## config.mk

```make
export PLATFORM = sky130hd
export DESIGN_NAME = branch_hazard_ctrl
export DESIGN_NICKNAME = d
export VERILOG_FILES = /design/src/rtl/ctrl_pkg.sv /design/src/rtl/load_use_detect.sv /design/src/rtl/branch_hazard_ctrl.sv
export SDC_FILE = /design/constraint.sdc
export NUM_CORES = 1
export LEC_CHECK = 0
export CAP_MARGIN = 40
export CORE_ASPECT_RATIO = 0.5
export CORE_UTILIZATION = 45
export DETAILED_ROUTE_END_ITERATION = 8
export PLACE_DENSITY = 0.84
export SYNTH_ARGS = -nofsm -noshare
export SYNTH_HDL_FRONTEND = slang
export SYNTH_HIERARCHICAL = 1
export SYNTH_SLANG_ARGS = --single-unit
```

## constraint.sdc

```tcl
create_clock -name clk -period 2.45 [get_ports clk]
set_clock_uncertainty 0.1 [all_clocks]
set_input_delay 0.245 -clock clk [delete_from_list [all_inputs] [get_ports clk]]
set_output_delay 0.245 -clock clk [all_outputs]
set_load 0.005 [all_outputs]
```

## src/rtl/ctrl_pkg.sv

```systemverilog
// Shared encodings for the branch/hazard control slice of the RISC-V pipeline.
package ctrl_pkg;

    localparam logic [1:0] ST_RUN      = 2'd0;
    localparam logic [1:0] ST_REDIRECT = 2'd1;
    localparam logic [1:0] ST_FLUSH    = 2'd2;
    localparam logic [1:0] ST_STALL_LU = 2'd3;

    // Canonical NOP (addi x0, x0, 0) that a flushed IF/ID register represents.
    localparam logic [31:0] NOP_INSTR = 32'h0000_0013;

    localparam int FLUSH_CNT_W = 3;

endpackage

```

## src/rtl/load_use_detect.sv

```systemverilog
// Combinational load-use hazard detector between ID/EX and IF/ID.
module load_use_detect
    import ctrl_pkg::*;
(
    input  logic       idex_memread,
    input  logic [4:0] idex_rd,
    input  logic [4:0] ifid_rs1,
    input  logic [4:0] ifid_rs2,
    output logic       load_use
);

    logic w_rd_nonzero;
    logic w_rd_match;

    // x0 is hardwired to zero, so a load into it never creates a dependency.
    assign w_rd_nonzero = (idex_rd != 5'd0);
    assign w_rd_match   = (idex_rd == ifid_rs1) || (idex_rd == ifid_rs2);
    assign load_use     = idex_memread && w_rd_nonzero && w_rd_match;

endmodule

```

## src/rtl/branch_hazard_ctrl.sv

```systemverilog
// Branch redirect / flush / load-use stall sequencer with saturating branch statistics.
//
//   state    | meaning
//   RUN      | normal fetch, evaluate EX branch and load-use hazard
//   REDIRECT | PC loads latched target, flush IF/ID and ID/EX
//   FLUSH    | remaining flush cycles after the redirect
//   STALL_LU | freeze PC and IF/ID, insert one bubble into ID/EX
module branch_hazard_ctrl
    import ctrl_pkg::*;
#(
    parameter int XLEN         = 64,
    parameter int FLUSH_CYCLES = 2,
    parameter int CNT_W        = 32
) (
    input  logic             clk,
    input  logic             reset_n,
    input  logic             mem_stall,
    input  logic             ex_valid,
    input  logic             ex_is_branch,
    input  logic             ex_taken,
    input  logic [XLEN-1:0]  ex_target,
    input  logic             idex_memread,
    input  logic [4:0]       idex_rd,
    input  logic [4:0]       ifid_rs1,
    input  logic [4:0]       ifid_rs2,
    output logic             pc_write,
    output logic             pc_sel,
    output logic [XLEN-1:0]  redirect_pc,
    output logic             ifid_write,
    output logic             ifid_flush,
    output logic             idex_flush,
    output logic [CNT_W-1:0] branch_cnt,
    output logic [CNT_W-1:0] taken_cnt
);

    localparam logic [FLUSH_CNT_W-1:0] FLUSH_LOAD =
        FLUSH_CNT_W'((FLUSH_CYCLES > 1) ? (FLUSH_CYCLES - 2) : 0);
    localparam logic [CNT_W-1:0] CNT_ONE = CNT_W'(1);

    logic [1:0]             r_state;
    logic [1:0]             w_state_nxt;
    logic [XLEN-1:0]        r_tgt_q;
    logic [FLUSH_CNT_W-1:0] r_flush_cnt;
    logic [FLUSH_CNT_W-1:0] w_flush_cnt_nxt;
    logic [CNT_W-1:0]       r_branch_cnt;
    logic [CNT_W-1:0]       r_taken_cnt;

    logic w_load_use;
    logic w_branch_ev;
    logic w_taken_ev;
    logic w_pc_write_raw;
    logic w_ifid_write_raw;

    load_use_detect u_load_use_detect (
        .idex_memread (idex_memread),
        .idex_rd      (idex_rd),
        .ifid_rs1     (ifid_rs1),
        .ifid_rs2     (ifid_rs2),
        .load_use     (w_load_use)
    );

    assign w_branch_ev = (r_state == ST_RUN) && ex_valid && ex_is_branch && !mem_stall;
    assign w_taken_ev  = w_branch_ev && ex_taken;

    always_comb begin
        w_state_nxt     = r_state;
        w_flush_cnt_nxt = r_flush_cnt;
        case (r_state)
            ST_RUN: begin
                if (ex_valid && ex_is_branch && ex_taken) begin
                    w_state_nxt = ST_REDIRECT;
                end else if (w_load_use) begin
                    w_state_nxt = ST_STALL_LU;
                end
            end
            ST_REDIRECT: begin
                if (FLUSH_CYCLES > 1) begin
                    w_state_nxt     = ST_FLUSH;
                    w_flush_cnt_nxt = FLUSH_LOAD;
                end else begin
                    w_state_nxt = ST_RUN;
                end
            end
            ST_FLUSH: begin
                if (r_flush_cnt == '0) begin
                    w_state_nxt = ST_RUN;
                end else begin
                    w_flush_cnt_nxt = r_flush_cnt - FLUSH_CNT_W'(1);
                end
            end
            default: begin
                w_state_nxt = ST_RUN;
            end
        endcase
    end

    // mem_stall freezes every piece of state, including the statistics.
    always_ff @(posedge clk or negedge reset_n) begin
        if (!reset_n) begin
            r_state     <= ST_RUN;
            r_tgt_q     <= '0;
            r_flush_cnt <= '0;
        end else if (!mem_stall) begin
            r_state     <= w_state_nxt;
            r_flush_cnt <= w_flush_cnt_nxt;
            if (r_state == ST_RUN && ex_valid && ex_is_branch && ex_taken) begin
                r_tgt_q <= ex_target;
            end
        end
    end

    always_ff @(posedge clk or negedge reset_n) begin
        if (!reset_n) begin
            r_branch_cnt <= '0;
            r_taken_cnt  <= '0;
        end else begin
            if (w_branch_ev && (r_branch_cnt != '1)) begin
                r_branch_cnt <= r_branch_cnt + CNT_ONE;
            end
            if (w_taken_ev && (r_taken_cnt != '1)) begin
                r_taken_cnt <= r_taken_cnt + CNT_ONE;
            end
        end
    end

    always_comb begin
        w_pc_write_raw   = 1'b1;
        w_ifid_write_raw = 1'b1;
        pc_sel           = 1'b0;
        ifid_flush       = 1'b0;
        idex_flush       = 1'b0;
        case (r_state)
            ST_REDIRECT: begin
                pc_sel     = 1'b1;
                ifid_flush = 1'b1;
                idex_flush = 1'b1;
            end
            ST_FLUSH: begin
                ifid_flush = 1'b1;
                idex_flush = 1'b1;
            end
            ST_STALL_LU: begin
                w_pc_write_raw   = 1'b0;
                w_ifid_write_raw = 1'b0;
                idex_flush       = 1'b1;
            end
            default: begin
            end
        endcase
    end

    // Flushes stay asserted under mem_stall: re-clearing a register is harmless.
    assign pc_write    = w_pc_write_raw && !mem_stall;
    assign ifid_write  = w_ifid_write_raw && !mem_stall;
    assign redirect_pc = r_tgt_q;
    assign branch_cnt  = r_branch_cnt;
    assign taken_cnt   = r_taken_cnt;

endmodule

```

Word level (Yosys, flattened, before mapping)
Cells that the tools add are included.
- $add $sub $neg: 3
- eq/ne operators: 10
- muxes and demuxes: 10
- bitwise logic cells: 1
- reduce and logical (&&, ||, !) cells: 23
- operators by type and width (operator ; count):
    adder 32 x 1 -> 32 bit, second input constant ; 2
    != test 32 bit, second input constant ; 2
    logical AND 1 bit ; 12
    equality test 5 bit ; 2
    2-to-1 mux 2 bit ; 3
    one-hot mux 2 bit (3 select lines) ; 1
    one-hot mux 3 bit (2 select lines) ; 1
    AND reduction 3 bit ; 2
    nonzero test 5 bit ; 1
    equality test 2 bit, second input constant ; 2
    2-to-1 mux 1 bit ; 4
    != test 2 bit, second input constant ; 2
    zero test 3 bit ; 1
    2-to-1 mux 3 bit ; 1
    != test 3 x 1 -> 1 bit, second input constant ; 1
    OR reduction 3 bit ; 1
    subtractor 3 x 1 -> 3 bit, second input constant ; 1
    equality test 2 x 1 -> 1 bit, second input constant ; 1
    zero test 2 bit ; 1
    AND reduction 2 bit ; 1
    nonzero test 2 bit ; 1
    OR reduction 2 bit ; 1
    zero test 1 bit ; 1
    logical OR 1 bit ; 1
    NOT 1 bit ; 1
- register bits after elaboration: 133
- bits of input ports: 86
- output and inout bits: 133
- word-level logic and storage cells: 52

Longest topological paths before layout
Gate-level depths: netlist of the first run.
- depth in word-level cells: 6
- mapped depth: 9
- gate-level depth less buffers: 7

By module
The synthesis of the first run kept the hierarchy.
- modules (own cells, without submodules) (module ; instances ; cells each ; area an instance (sq um) ; sequential area each (sq um)):
    branch_hazard_ctrl ; 1 ; 605 ; 6002.0 ; 3328.2
    load_use_detect ; 1 ; 17 ; 125.1 ; 0.0

Worst setup path after synthesis of the first run
No wires, ideal clock.
- path kind: reg2reg
- start: register r_state[0]
- end: register r_taken_cnt[28] (netlist: taken_cnt[28])
- library setup time: 0.079 ns
- arrival time: 1.892 ns
- data required time: 2.271 ns
- slack: 0.379 ns
- cell stages (with the launch flop): 9
- buffers on the path: 1
- period minus slack after synthesis: 2.071 ns
- cell sequence: dfrtp_1 inv_1 ha_1 and4b_1 buf_4 nand4_2 nor4b_4 nor2b_1 xor2_1
- longest elaborated chain between the ends: 6
- RTL lines (what ; RTL line ; source):
    start: declaration ; branch_hazard_ctrl.sv:40 ; logic [1:0] r_state;
    start signal: assignment ; branch_hazard_ctrl.sv:104 ; r_state <= w_state_nxt;
    zero test 2 bit ; branch_hazard_ctrl.sv:62 ; assign w_branch_ev = (r_state == ST_RUN) && ex_valid && ex_is_branch && !mem_stall;
    logical AND 1 bit (3 in a row) ; branch_hazard_ctrl.sv:62 ;
    logical AND 1 bit ; branch_hazard_ctrl.sv:63 ; assign w_taken_ev = w_branch_ev && ex_taken;
    logical AND 1 bit ; branch_hazard_ctrl.sv:120 ; if (w_taken_ev && (r_taken_cnt != '1)) begin
    end signal: assignment ; branch_hazard_ctrl.sv:121 ; r_taken_cnt <= r_taken_cnt + CNT_ONE;
    end: declaration ; branch_hazard_ctrl.sv:46 ; logic [CNT_W-1:0] r_taken_cnt;
No other way between the ends.
A chain may end at the register's enable or synchronous reset.

Worst setup path after layout of the first run
- start: register r_state[0]
- end: register r_taken_cnt[23] (netlist: taken_cnt[23])
Same word-level chain as after synthesis.

==> reports/results.tsv, run 1 <==
metric	value	unit
p_per_area	876	mW/mm^2
syn_area	0.00613	mm^2
synth_area_leader_cell	dfrtp_1	
first_global_vias	5410	
overflow	0	
globalplace.congestion	0.862	
synthCells	622	
synth_edf_count	0	
ys_types	45	
path_clk_slew	0.06	ns
drive_above_1_share	8.83	%
p_total	8090	uW
cap_viol_max_count	0	
htreeDepth	4	
layout.cells.non_filler	1042	
setup_viol	0	
root_buffer	clkbuf_16	
grt_usage	24.6	%
rsz0062_at_grt	yes	
vdd_drop_max	0.591	mV
endpoint_kind	register	
syn-num-nets	717	
startpoint_type	register	
crit_fanout	7	
fin_crit_sh	96.6	%
initial_utilization	47.3	%
drv_slew	0	
core_area	0.0130	mm^2
numPlacedInstances	1009	
drc	0	
fin_nets	954	
critPathTopFamily	simple AND/OR/NAND/NOR gates	
yosysWarningCount	6	
hold_path_class	input pin to asynchronous set/reset pin	
cts_tree	built	
die_area	0.0141	mm^2
wirelength	16600	um
grt_max_degree	65	
status	finished clean	
synthTopCellsByArea	dfrtp_1 (54%), nand2_1 (13%), xnor2_1 (6.1%)	
cp.arrival	2.55	ns
path_cells	inv_1 > ha_1 > nand4b_4 > nor4_1 > nor2b_2 > nand4_1 > xnor2_1	
antenna_cells	0	
fp.dieH	84.5	um
async_flop_share	100	%
avgRoutedWirePerCell	15.9	um
synthFlopType	dfrtp_1	
clock_path_buffers	2	
first_pass_iters	5	
antenna_found_initial	0	
crit_buf_inv	1	
fin_ws	0.0842	ns
dp_hpwl	12100	um
io_buffers	218	
timing.hold.ws	0.241	ns
avgSynthCellArea	9.85	um^2
grt_pass1_wl	27600	um
fp.dieW	167	um
required	2.63	ns
finalHoldViolCount	0	
max_slew_margin	68.3	%
post-place-ws	0.105	ns
critPathKind	register to register	
layout_commonest_cell	clkdlybuf4s50_1	
yosysSeqAreaShare	54.3	%
num_rows	29	
fmax	423	MHz
numCtsBuffers	17	
cp_slowest_stage_delay	0.51	ns
ant_nets	0	
ios	219	
ys_seq_elements	133	
dr_total_vias	5363	
final_cell_mix	clkdlybuf4s50_1 (217), nand2_1 (213), dfrtp_1 (133), xnor2_1 (43), nand3_1 (38)	
cts_sinks	133	
vias_per_cell	5.15	
cp_slowest_cell	nor4_1	
yosysTopAreaCellShare	54.3	%
area_delta_synth_final	50.6	%
clk_latency	0.40	ns
leakage	0.00427	uW
period_minus_slack	2.37	ns
drtIter0Drc	303	
worst_pin_slew	0.472	ns
[final cells by class]
cell class | count | area (um^2)
fillers | 939 | 3730
flip-flops and latches | 133 | 3330
multi-input cells | 459 | 2660
repair buffers | 241 | 2390
clock buffers | 17 | 425
well taps | 170 | 213
clock inverters | 15 | 179
inverters | 7 | 26.3
[synthesized netlist by cell type, types with 2 or more instances]
library cell  instances
a21oi_1               2
and2_1                2
and3_1               11
and4_1                9
buf_2                 5
buf_4                 2
buf_6                 4
clkbuf_1             11
dfrtp_1             133
ha_1                  9
inv_1                 7
mux2_2                3
nand2_1             214
nand3_1              38
nand4_1              25
nand4_2               3
nor2_1               15
nor2b_1               5
nor3_1               15
nor3_2                2
nor4_1                4
nor4_2                2
nor4b_1               2
o21ai_0               7
or3_1                 3
xnor2_1              43
xor2_1               28
[kinds of logic (layout without fill, tap and decap cells)]
group / count (synthesis) / after routing / synth area share, %
DFF: 133 / 133 / 54.3
muxes: 4 / 4 / 0.735
AOI/OAI and AO/OA: 15 / 15 / 1.57
buffers and inverters: 30 / 280 / 2.74
xor gates and xnor gates: 71 / 71 / 10.1
and+or+nand+nor: 360 / 360 / 28.7
adders and majority gates: 9 / 9 / 1.84
[path summary, 6_finish.rpt]
| kind | cells past startpoint | end | start | slack [ns] |
|---|---|---|---|---|
| max | 7 | taken_cnt[23] | r_state[0] | 0.08 |
| min | 2 | taken_cnt[11] | reset_n | 0.24 |
| max reg2reg | 7 | taken_cnt[23] | r_state[0] | 0.08 |
| min reg2reg | 2 | redirect_pc[1] | redirect_pc[1] | 0.37 |
| max in group asynchronous | 3 | branch_cnt[1] | reset_n | 1.30 |
| min in group clk | 3 | redirect_pc[59] | ex_target[59] | 0.27 |
[per-layer routing]
layer,vias up,wire length (um),track usage (%)
met5,-,0,0
met4,0,455,9.01
met3,38,623,5.33
met2,151,8450,42.0
met1,2614,7050,31.0
li1,2560,-,-
[registers in the layout, summed over array words and instances, names as in the netlist]
register	count
r_state	2
taken_cnt	32
redirect_pc	64
branch_cnt	32
r_flush_cnt	3
[what timing repair did]
item | CTS | global route
setup endpoints to repair | 0 | 14
buffers inserted | 0 | 0
hold buffers | 1 | 0
hold endpoints to repair | 30 | 0
gates resized for setup | 0 | 4
[stage by stage]
| stage | area [um^2] | TNS (ns) | util, % |
|---|---|---|---|
| after floorplan | 6130 | 0 | - |
| after global placement | 8590 | 0 | 66.3 |
| after detailed placement | 8590 | 0 | 66.3 |
| after CTS | 9200 | 0 | 71.0 |
| after global routing | 9230 | -0.312 | 71.2 |
| final | 9230 | 0 | 71.2 |
[worst register-to-register path, cell delays in order (launching register included)]
cell and delay, ns:
dfrtp_1 0.41, inv_1 0.13, ha_1 0.28, nand4b_4 0.21, nor4_1 0.51, nor2b_2 0.33, nand4_1 0.14, xnor2_1 0.15
[where the power goes]
group / switching [uW] / leakage, uW / internal, uW
registers: 349 / 0.00176 / 2780
logic: 928 / 0.00221 / 1440
clock network: 972 / 0.000298 / 1610
total: 2250 / 0.00427 / 5840
No activity file was read; power rests on OpenSTA's default activity.
==> inputs of run 2 (changes only) <==
--- a/config.mk
+++ b/config.mk
@@ -7,6 +7,7 @@
 export LEC_CHECK = 0
 export CAP_MARGIN = 40
 export CORE_ASPECT_RATIO = 0.5
+export CORE_MARGIN = 8
 export CORE_UTILIZATION = 45
 export DETAILED_ROUTE_END_ITERATION = 8
 export PLACE_DENSITY = 0.84
==> run 2 against run 1 <==
Power increased by 4.5%; sequential share of layout area decreased by 0.38 points; combinational power increased by 2%; critical path type unchanged; sequential power about the same; largest power group unchanged; count of clock-buffer cells in the layout unchanged.
==> reports/results.tsv, run 2 (synthesis gave the netlist of run 1 again) <==
metric	value	unit	change
p_int	6160	uW	+5.5%
final_cell_mix	clkdlybuf4s50_1 (217), nand2_1 (213), dfrtp_1 (133), xnor2_1 (43), nand3_1 (38)		
finalHoldViolCount	0		unchanged
fin_crit_sh	93.9	%	-2.6 points
cap_viol_max_count	0		unchanged
dr_total_vias	5323		-0.75%
r2r_end	taken_cnt[20]		
power_frac_seq	37.1	%	-1.6 points
grt_max_degree	119		+83%
period_minus_slack	2.30	ns	-0.0644 ns
area_delta_synth_final	52.2	%	
vdd_drop_max	0.441	mV	-25%
p_per_area	906	mW/mm^2	+3.4%
vias_per_cell	5.08		-1.3%
grt_usage	19.8	%	-4.8 points
dp_hpwl	13200	um	+9.7%
drc	0		unchanged
root_buffer	clkbuf_16		
htreeDepth	4		unchanged
power_frac_clock	34.4	%	+2.5 points
fin_nets	954		unchanged
globalplace.congestion	0.836		-3.0%
die_area	0.0178	mm^2	+26%
setup_viol	0		unchanged
wirelength	17900	um	+7.9%
fp.dieW	181	um	+8.4%
rr_startpoint	r_state[1]		
clk_latency	0.41	ns	about the same
drive_above_1_share	8.94	%	+0.11 points
worst_pin_slew	0.658	ns	+0.186 ns
numCtsBuffers	17		unchanged
antenna_found_initial	0		unchanged
tns	0	ns	unchanged
first_global_vias	5376		-0.63%
io_buffers	218		unchanged
r2r_slack	0.15	ns	+0.06 ns
fp.dieH	98.5	um	+17%
crit_fanout	8		+1
num_rows	30		+3.4%
path_clk_slew	0.06	ns	about the same
ant_nets	0		unchanged
fmax	435	MHz	+2.8%
rsz0062_at_grt	no		
hold_path_class	input pin to asynchronous set/reset pin		
grt_pass1_wl	28800	um	+4.4%
required	2.65	ns	+0.02 ns
critPathKind	register to register		
avgRoutedWirePerCell	17.1	um	+7.3%
leakage	0.00430	uW	+0.62%
core_area	0.0134	mm^2	+3.7%
drv_slew	0		unchanged
endpoint_kind	register		
layout_commonest_cell	clkdlybuf4s50_1		
antenna_cells	0		unchanged
rr_worst_depth	7		unchanged
clock_path_buffers	2		unchanged
post_cts_buffers	0		unchanged
fillers	970		+3.3%
share_comb_of_total_power	28.5	%	-0.8 points
cp.arrival	2.50	ns	-0.05 ns
switching_share	27.1	%	-0.67 points
ios	219		unchanged
switchingPower	2290	uW	+2.0%
largest_register_ffs	64		unchanged
first_pass_iters	4		-1
overflow	0		unchanged
status	finished clean		
startpoint_type	register		
cts_sinks	133		unchanged
cts_tree	built		
p_total	8450	uW	+4.5%
initial_utilization	45.6	%	-1.7 points
max_slew_margin	56.1	%	-12 points
drtIter0Drc	349		+15%
run 2: worst max-delay path by stage:
stage	startpoint	to	slack (ns)	depth (start not counted)
after floorplan	r_state[0]	taken_cnt[28]	0.38	8
after global placement	ex_is_branch	taken_cnt[23]	0.15	6
after detailed placement	ex_is_branch	taken_cnt[15]	0.11	6
after CTS	r_state[1]	taken_cnt[23]	0.08	7
after global routing	r_state[1]	taken_cnt[20]	0.0008	7
final	r_state[1]	taken_cnt[20]	0.15	7
run 2: timing repair:
| action | 4_1_cts | 5_1_grt |
|---|---|---|
| endpoints found under the hold margin | 15 | 0 |
| gates resized for setup | 0 | 4 |
| setup endpoints to repair | 0 | 14 |
| hold buffers | 1 | 0 |
run 2: area by class of cell:
type | count | area (um^2) | share of cell area, %
clock inverter | 15 | 251 | 2.70
sequential | 133 | 3330 | 35.7
timing repair buffer | 241 | 2420 | 25.9
multi-input combinational | 459 | 2650 | 28.5
tap | 176 | 220 | 2.36
clock buffer | 17 | 425 | 4.56
inverter | 7 | 26.3 | 0.282
run 2: worst max-delay path, stage by stage, from the launching register on:
cell and delay, ns:
dfrtp_1 0.41, inv_1 0.14, ha_2 0.25, and4b_1 0.31, nand4_2 0.20, a31oi_2 0.45, nand4_1 0.19, xnor2_1 0.15
run 2: metal layers:
layer / share of wire [%] / wire length [um] / global-route usage [%]
met1: 40 / 7100 / 22.2
met2: 54 / 9670 / 36.9
met3: 3.7 / 665 / 3.78
met4: 2.5 / 442 / 7.64
met5: 0 / 0 / 0
run 2: power by group through the flow:
stage | Combinational (uW) | Clock, uW | Sequential [uW]
after global routing | 2640 | 3040 | 3200
after floorplan | 708 | 0 | 3180
after detailed placement | 2420 | 0 | 3160
final | 2410 | 2910 | 3130
after CTS | 2450 | 2950 | 3130
after global placement | 2350 | 0 | 3130
run 2: stage by stage:
stage               hold WS (ns)  worst slack [ns]  util (%)  instance area [um^2]  instances
finish                     0.142             0.149      69.4                  9320       1048
global route               0.161          0.000819      69.4                  9320       1048
CTS                        0.136            0.0812      69.3                  9310       1048
detailed placement        0.0209             0.111      64.2                  8620       1015
global placement          0.0179             0.145      64.2                  8620       1015
floorplan                 -0.151             0.379         -                  6130        622
